File: config.mk
export PLATFORM = sky130hd
export DESIGN_NAME = xbar_out_scheduler
export DESIGN_NICKNAME = d
export VERILOG_FILES = /design/src/rtl/xbar_out_scheduler_pkg.sv /design/src/rtl/xbar_out_scheduler_rr_out_arbiter.sv /design/src/rtl/xbar_out_scheduler.sv
export SDC_FILE = /design/constraint.sdc
export NUM_CORES = 2
export LEC_CHECK = 0
export CAP_MARGIN = 20
export CORE_ASPECT_RATIO = 0.5
export CORE_MARGIN = 1.5
export CORE_UTILIZATION = 30
export DETAILED_ROUTE_END_ITERATION = 8
export PLACE_DENSITY = 0.43
export SLEW_MARGIN = 10
export SYNTH_ARGS = -nofsm -noshare
export SYNTH_HDL_FRONTEND = slang
export SYNTH_SLANG_ARGS = --single-unit
File: constraint.sdc
create_clock -name clk -period 12 [get_ports clk]
set_input_delay 2.4 -clock clk [delete_from_list [all_inputs] [get_ports clk]]
set_output_delay 2.4 -clock clk [all_outputs]
set_load 0.02 [all_outputs]
File: src/rtl/xbar_out_scheduler_pkg.sv
// Shared constants and per-output arbiter state encoding for the crossbar scheduler.
package xbar_out_scheduler_pkg;

  localparam int NUM_PORTS = 14;
  localparam int PORT_W    = 4;

  typedef enum logic {
    ST_IDLE   = 1'b0,
    ST_LOCKED = 1'b1
  } arb_state_e;

endpackage

File: src/rtl/xbar_out_scheduler_rr_out_arbiter.sv
// One output port's round-robin arbiter: picks among candidate inputs and holds the
// winner until its end-of-packet beat moves.
module rr_out_arbiter
  import xbar_out_scheduler_pkg::*;
(
  input  logic                 clk,
  input  logic                 rst,
  input  logic [NUM_PORTS-1:0] cand,
  input  logic [NUM_PORTS-1:0] req_valid,
  input  logic [NUM_PORTS-1:0] req_eop,
  input  logic                 out_ready,
  output logic [PORT_W-1:0]    sel,
  output logic                 sel_valid,
  output logic                 xfer
);

  arb_state_e        state;
  arb_state_e        state_nxt;
  logic [PORT_W-1:0] ptr;
  logic [PORT_W-1:0] ptr_nxt;
  logic [PORT_W-1:0] sel_nxt;
  logic              win_found;
  logic [PORT_W-1:0] win_idx;

  // Scan starts just past the last winner so that input gets lowest priority next.
  always_comb begin
    logic [PORT_W:0] pos;
    win_found = 1'b0;
    win_idx   = '0;
    pos       = '0;
    for (int k = 1; k <= NUM_PORTS; k++) begin
      pos = {1'b0, ptr} + (PORT_W+1)'(k);
      if (pos >= (PORT_W+1)'(NUM_PORTS))
        pos = pos - (PORT_W+1)'(NUM_PORTS);
      if (!win_found && cand[pos[PORT_W-1:0]]) begin
        win_found = 1'b1;
        win_idx   = pos[PORT_W-1:0];
      end
    end
  end

  assign sel_valid = (state == ST_LOCKED);
  assign xfer      = sel_valid && req_valid[sel] && out_ready;

  always_ff @(posedge clk or negedge rst) begin
    if (!rst) begin
      state <= ST_IDLE;
      sel   <= '0;
      ptr   <= PORT_W'(NUM_PORTS - 1);
    end else begin
      state <= state_nxt;
      sel   <= sel_nxt;
      ptr   <= ptr_nxt;
    end
  end

  always_comb begin
    state_nxt = state;
    sel_nxt   = sel;
    ptr_nxt   = ptr;
    case (state)
      ST_IDLE: begin
        if (win_found) begin
          state_nxt = ST_LOCKED;
          sel_nxt   = win_idx;
        end
      end
      ST_LOCKED: begin
        // Lock follows the registered sel only; req_dest changes are ignored here.
        if (xfer && req_eop[sel]) begin
          state_nxt = ST_IDLE;
          ptr_nxt   = sel;
        end
      end
      default: state_nxt = ST_IDLE;
    endcase
  end

endmodule

File: src/rtl/xbar_out_scheduler.sv
// Packet-granular crossbar scheduler: one round-robin arbiter per output, with an
// input-side lock mask so each input is bound to at most one output at a time.
module xbar_out_scheduler
  import xbar_out_scheduler_pkg::*;
(
  input  logic                        clk,
  input  logic                        rst,
  input  logic [NUM_PORTS-1:0]        req_valid,
  input  logic [NUM_PORTS*PORT_W-1:0] req_dest,
  input  logic [NUM_PORTS-1:0]        req_eop,
  input  logic [NUM_PORTS-1:0]        out_ready,
  output logic [NUM_PORTS-1:0]        grant,
  output logic [NUM_PORTS*PORT_W-1:0] out_sel,
  output logic [NUM_PORTS-1:0]        out_sel_valid,
  output logic [NUM_PORTS-1:0]        out_xfer
);

  logic [PORT_W-1:0]    sel_arr [NUM_PORTS];
  logic [NUM_PORTS-1:0] sel_vld;
  logic [NUM_PORTS-1:0] xfer_vec;
  logic [NUM_PORTS-1:0] in_locked;
  logic [NUM_PORTS-1:0] cand [NUM_PORTS];

  always_comb begin
    in_locked = '0;
    for (int o = 0; o < NUM_PORTS; o++) begin
      for (int i = 0; i < NUM_PORTS; i++) begin
        if (sel_vld[o] && (sel_arr[o] == PORT_W'(i)))
          in_locked[i] = 1'b1;
      end
    end
  end

  // Excluding already-locked inputs is what keeps two outputs from owning one input.
  always_comb begin
    for (int o = 0; o < NUM_PORTS; o++) begin
      cand[o] = '0;
      for (int i = 0; i < NUM_PORTS; i++) begin
        cand[o][i] = req_valid[i] && !in_locked[i] &&
                     (req_dest[i*PORT_W +: PORT_W] == PORT_W'(o));
      end
    end
  end

  always_comb begin
    grant = '0;
    for (int o = 0; o < NUM_PORTS; o++) begin
      for (int i = 0; i < NUM_PORTS; i++) begin
        if (sel_vld[o] && out_ready[o] && (sel_arr[o] == PORT_W'(i)))
          grant[i] = 1'b1;
      end
    end
  end

  for (genvar o = 0; o < NUM_PORTS; o++) begin : g_out
    rr_out_arbiter u_arb (
      .clk       (clk),
      .rst       (rst),
      .cand      (cand[o]),
      .req_valid (req_valid),
      .req_eop   (req_eop),
      .out_ready (out_ready[o]),
      .sel       (sel_arr[o]),
      .sel_valid (sel_vld[o]),
      .xfer      (xfer_vec[o])
    );
    assign out_sel[o*PORT_W +: PORT_W] = sel_arr[o];
  end

  assign out_sel_valid = sel_vld;
  assign out_xfer      = xfer_vec;

endmodule

# Word level (Yosys, flattened, before mapping)
# Cells that the tools add are included.
# op_classes
reduce_logical,1092
n_mux,1470
bitwise,14
magnitude_cmp,406
add_sub_neg,392
n_eq_ne,364
# op_table
operator,count
$mux W4,392
$lt A4 B5 Y1 const B,210
$ge A5 B4 Y1 const B,196
$bmux W1 S4,224
$logic_and A1 B1 Y1,840
$mux W1,840
$sub A4 B4 Y4 const B,196
$eq A4 B4 Y1 const B,168
$add A4 B4 Y5 const B,98
$eq A4 B3 Y1 const B,112
$add A4 B3 Y5 const B,56
$eq A4 B2 Y1 const B,56
$logic_not A1 Y1,196
$add A4 B2 Y5 const B,28
$eq A4 B1 Y1 const B,28
$logic_not A4 Y1,28
$add A4 B1 Y5 const B,14
$reduce_and A2 Y1,28
$pmux W1 S2,14
$not A1 Y1,14
# totals
register_bits,126
output_inout_bits,98
inputBits,100
wordCells,3780

# Logic depth before layout (Yosys ltp)
# depth
depth_word,63
mapped_depth,21
mapped_depth_nobuf,17

# Modules after synthesis
# A second synthesis with hierarchy kept.
# unflattened
cells_unflattened,9100
area_unflattened_um2,69759.4
# by_module_without_submodules
mod,cells_each,area_each_um2,seq_area_each_um2,instances
rr_out_arbiter (g_out[0].u_arb ...),565,4461.8,229.0,13
xbar_out_scheduler,1121,6801.5,0.0,1
rr_out_arbiter (g_out[12].u_arb),634,4954.8,229.0,1

# Worst setup path after synthesis
# OpenSTA, ideal clock, no wires.
# synth_timing
path_type,input -> output
from,in req_valid[7]
to,out out_xfer[9]
slack_ps,5896
cell_stages,8
arrival_time_ps,3704
required_ps,9600
path_buffers,2
cell_sequence,clkbuf_1 -> mux4_2 -> mux2i_1 -> nor2_1 -> a21oi_1 -> o31ai_1 -> and3_1 -> buf_4
# synth_via
elab_chain_len,4
# synth_lines
item,line_no,rtl
"start, declared",xbar_out_scheduler.sv:8,"input logic [NUM_PORTS-1:0] req_valid,"
$bmux W1 S4,xbar_out_scheduler_rr_out_arbiter.sv:43,assign xfer = sel_valid && req_valid[sel] && out_ready;
$mux W1 (not written as such),xbar_out_scheduler_rr_out_arbiter.sv:43,
$logic_and A1 B1 Y1 (2 in series),xbar_out_scheduler_rr_out_arbiter.sv:43,
"end, declared",xbar_out_scheduler.sv:15,output logic [NUM_PORTS-1:0] out_xfer
# Every way passes these cells. The select of a mux whose other input is x is not followed.

# Worst setup path after layout
# layout_timing
from,in req_valid[7]
to,out out_xfer[6]
# The elaborated chain is that of the path after synthesis.

==> metrics <==
Die Wd=about 630 um; largest net degree at the start of global routing=57; EDFF count, synth=0; min-delay src=g_out[7].u_arb.sel[1]$_DFFE_PN0P_; DR vias=between 70,000 and 80,000; Final Wtd Congestion=approximately 1.1; Num CTS Buffers=25; clk root buf=clkbuf_16; RSZ-0062 raised after global routing=false; fin cells=between 10,000 and 15,000; number of nets in the layout=8,661; gr usage total=0.351; Synth Net Count=~8,600; synthesized area per cell=between 7 and 8 um2; vias in the first global route=between 60,000 and 70,000; total gr overflow=0; cell count after synthesis=8,226; Worst setup SP type=primary input; Period minus WS final=slightly above 8 ns; die height=319 um; layout cells sized above 1=0.128; max-cap violation count=0; Setup crit end kind=primary output; actual slew at the worst max-slew pin=around 1.3 ns; Fmax=about 120 MHz; Main synth FF type=dfrtp_1; CP max FO=16; share of the synthesized area in the top cell type=0.0859; count of cell types in the netlist=about 150; area leader, netlist=mux4_2; flops & latches, synth=roughly 130; final setup TNS=0 ns; num ports=between 150 and 200; status=complete, no violations; global-route wire length before repair=between 500,000 and 600,000 um; final hold violations=0; Crit Reg-Reg Startpoint=g_out[2].u_arb.ptr[0]$_DFFE_PN1P_; antenna-violating nets left=0; arrival time worst endpoint=5.69 ns; # hold bufs at CTS=0; Worst Skew=between 0.03 and 0.04 ns; final setup vio count=0; setup bufs post-CTS=0; CP peak stage delay=between 0.9 and 1 ns; reg2reg path depth=16; slowest cell on the critical path=clkdlybuf4s50_1; Hold EP=g_out[7].u_arb.sel[1]$_DFFE_PN0P_; Critical path origin=req_valid[7]; period utilization=0.674; Syn-to-layout area delta=10.3%; Post-Route WL=371,000 um; top cells by area, synth=mux4_2, ha_1, xnor2_1, mux2i_1, nand2_1; Worst Path Required=9.60 ns; clk_lat worst skew=about 0.6 ns; sequential area share after synthesis=0.0536; H-tree levels=4; Setup Crit Path Kind=in -> out; # fillers=21,300; initial antenna violation count=38; core region area=between 0.15 and 0.2 mm2; clock-pin slew on the worst setup and hold paths=around 0.050 ns; worst min-delay path category=reg -> reg; WHS Path Cells=2; most frequent cells in the layout=nand2_1, nor2_1, a21oi_1; port buffer count=~200; DRT iter0 DRCs=~10,000; worst path cell trace=clkdlybuf4s50_1 -> mux4_2 -> mux2i_1 -> nor2_1 -> a311oi_1 -> nor2_1 -> clkdlybuf4s50_1; CTS sink cnt=between 100 and 150; drt first pass iters=8; post-CTS resize count=0; Die Area=about 0.20 mm2; most common cell after layout, fill and taps aside=nand2_1; Synth async-reset ratio=1.00; area of the mapped netlist=about 0.060 mm2; DP Cell Count=roughly 11,000; Final Max Slew Viols=0; Starting Density=0.303; CTS Buffer Depth=3; r2r endpoint=g_out[2].u_arb.sel[3]$_DFFE_PN0P_; synth warn=0; Routed wire per std cell=around 34 um; R2R setup slack=a little under 5 ns; row cnt=around 120; CTS tree=done; vias per inst=6.74; Worst slew margin=0.149; # DRC=0; Final HPWL DP=approximately 300,000 um
## synth_stat cells, types with 78 or more instances
| cell | n |
|---|---|
| and2_1 | 93 |
| a211oi_1 | 145 |
| and3_1 | 98 |
| ha_1 | 299 |
| clkbuf_1 | 233 |
| nor4_1 | 93 |
| mux2i_1 | 268 |
| xnor2_1 | 317 |
| nand3b_1 | 97 |
| a21oi_1 | 495 |
| a31oi_1 | 125 |
| nand2_1 | 676 |
| mux2_2 | 172 |
| nor2_1 | 653 |
| buf_2 | 89 |
| o211ai_1 | 192 |
| nor3_1 | 160 |
| o21ai_0 | 442 |
| mux4_2 | 228 |
| o22ai_1 | 230 |
| nand3_1 | 470 |
| nand2b_1 | 128 |
| dfrtp_1 | 84 |
| nand4_1 | 271 |
| nor2b_1 | 159 |
| inv_1 | 341 |
| a21o_1 | 78 |
## layout make-up
cell class / count / area [um2] / share of cell area
clock buffer: 29 / 661 / 0.0100
timing repair buffer: 448 / 3880 / 0.0589
tap: 2632 / 3290 / 0.0499
sequential: 126 / 3210 / 0.0486
clock inverter: 2 / 10.0 / 0.000152
antenna: 26 / 65.1 / 0.000987
multi-input combinational: 7266 / 53400 / 0.810
inverter: 381 / 1430 / 0.0217
## critical path, delay by kind of cell
kind	cells	cell delay, ns
simple gates	2	0.20
mux	2	0.83
buf+inv	2	1.56
compound gates	1	0.68
## state kept, by name, indices dropped and copies added, names as in the netlist
signal and count:
g_out.u_arb.ptr 56, g_out.u_arb.sel 56, g_out.u_arb.sel_valid 14
## per-layer routing
metal | track usage | part of all wire | vias up
li1 | - | - | 32000
met1 | 0.476 | 0.43 | 36300
met2 | 0.506 | 0.41 | 4401
met3 | 0.119 | 0.11 | 772
met4 | 0.135 | 0.044 | 15
met5 | 0.00449 | 0.00073 | -
## metrics by stage
step	worst slack (ns)	area (um2)	util	hold slack, ns
final	3.91	65900	0.334	0.503
after CTS	4.12	65900	0.334	0.501
after floorplan	5.90	59800	-	0.580
after global routing	3.97	65900	0.334	0.570
after detailed placement	4.00	65200	0.330	0.488
after global placement	3.99	65100	0.330	0.472
## kinds of logic (layout without fill, tap and decap cells)
| group | count (synthesis) | in the layout | synth area share |
|---|---|---|---|
| other | 0 | 26 | 0 |
| AND/OR/NAND/NOR | 3282 | 3282 | 0.295 |
| adder cells (fa/ha/maj) | 313 | 313 | 0.0673 |
| AO/OA/AOI/OAI | 2633 | 2633 | 0.305 |
| buffers and inverters | 834 | 860 | 0.0601 |
| XOR/XNOR | 363 | 363 | 0.0536 |
| flip-flops | 126 | 126 | 0.0536 |
| multiplexers | 675 | 675 | 0.165 |
## worst max-delay path by stage
stage | end | cells past startpoint
2_1_floorplan | out_xfer[9] | 8
3_3_place_gp | g_out[0].u_arb.sel[3]$_DFFE_PN0P_ | 15
3_5_place_dp | g_out[3].u_arb.sel[3]$_DFFE_PN0P_ | 15
4_1_cts | out_xfer[4] | 5
5_1_grt | out_xfer[6] | 7
6_report | out_xfer[6] | 7
Power is left out: the tool's default activity adds up to more than one toggle a clock period on the data nets, which glitch-free logic cannot reach.
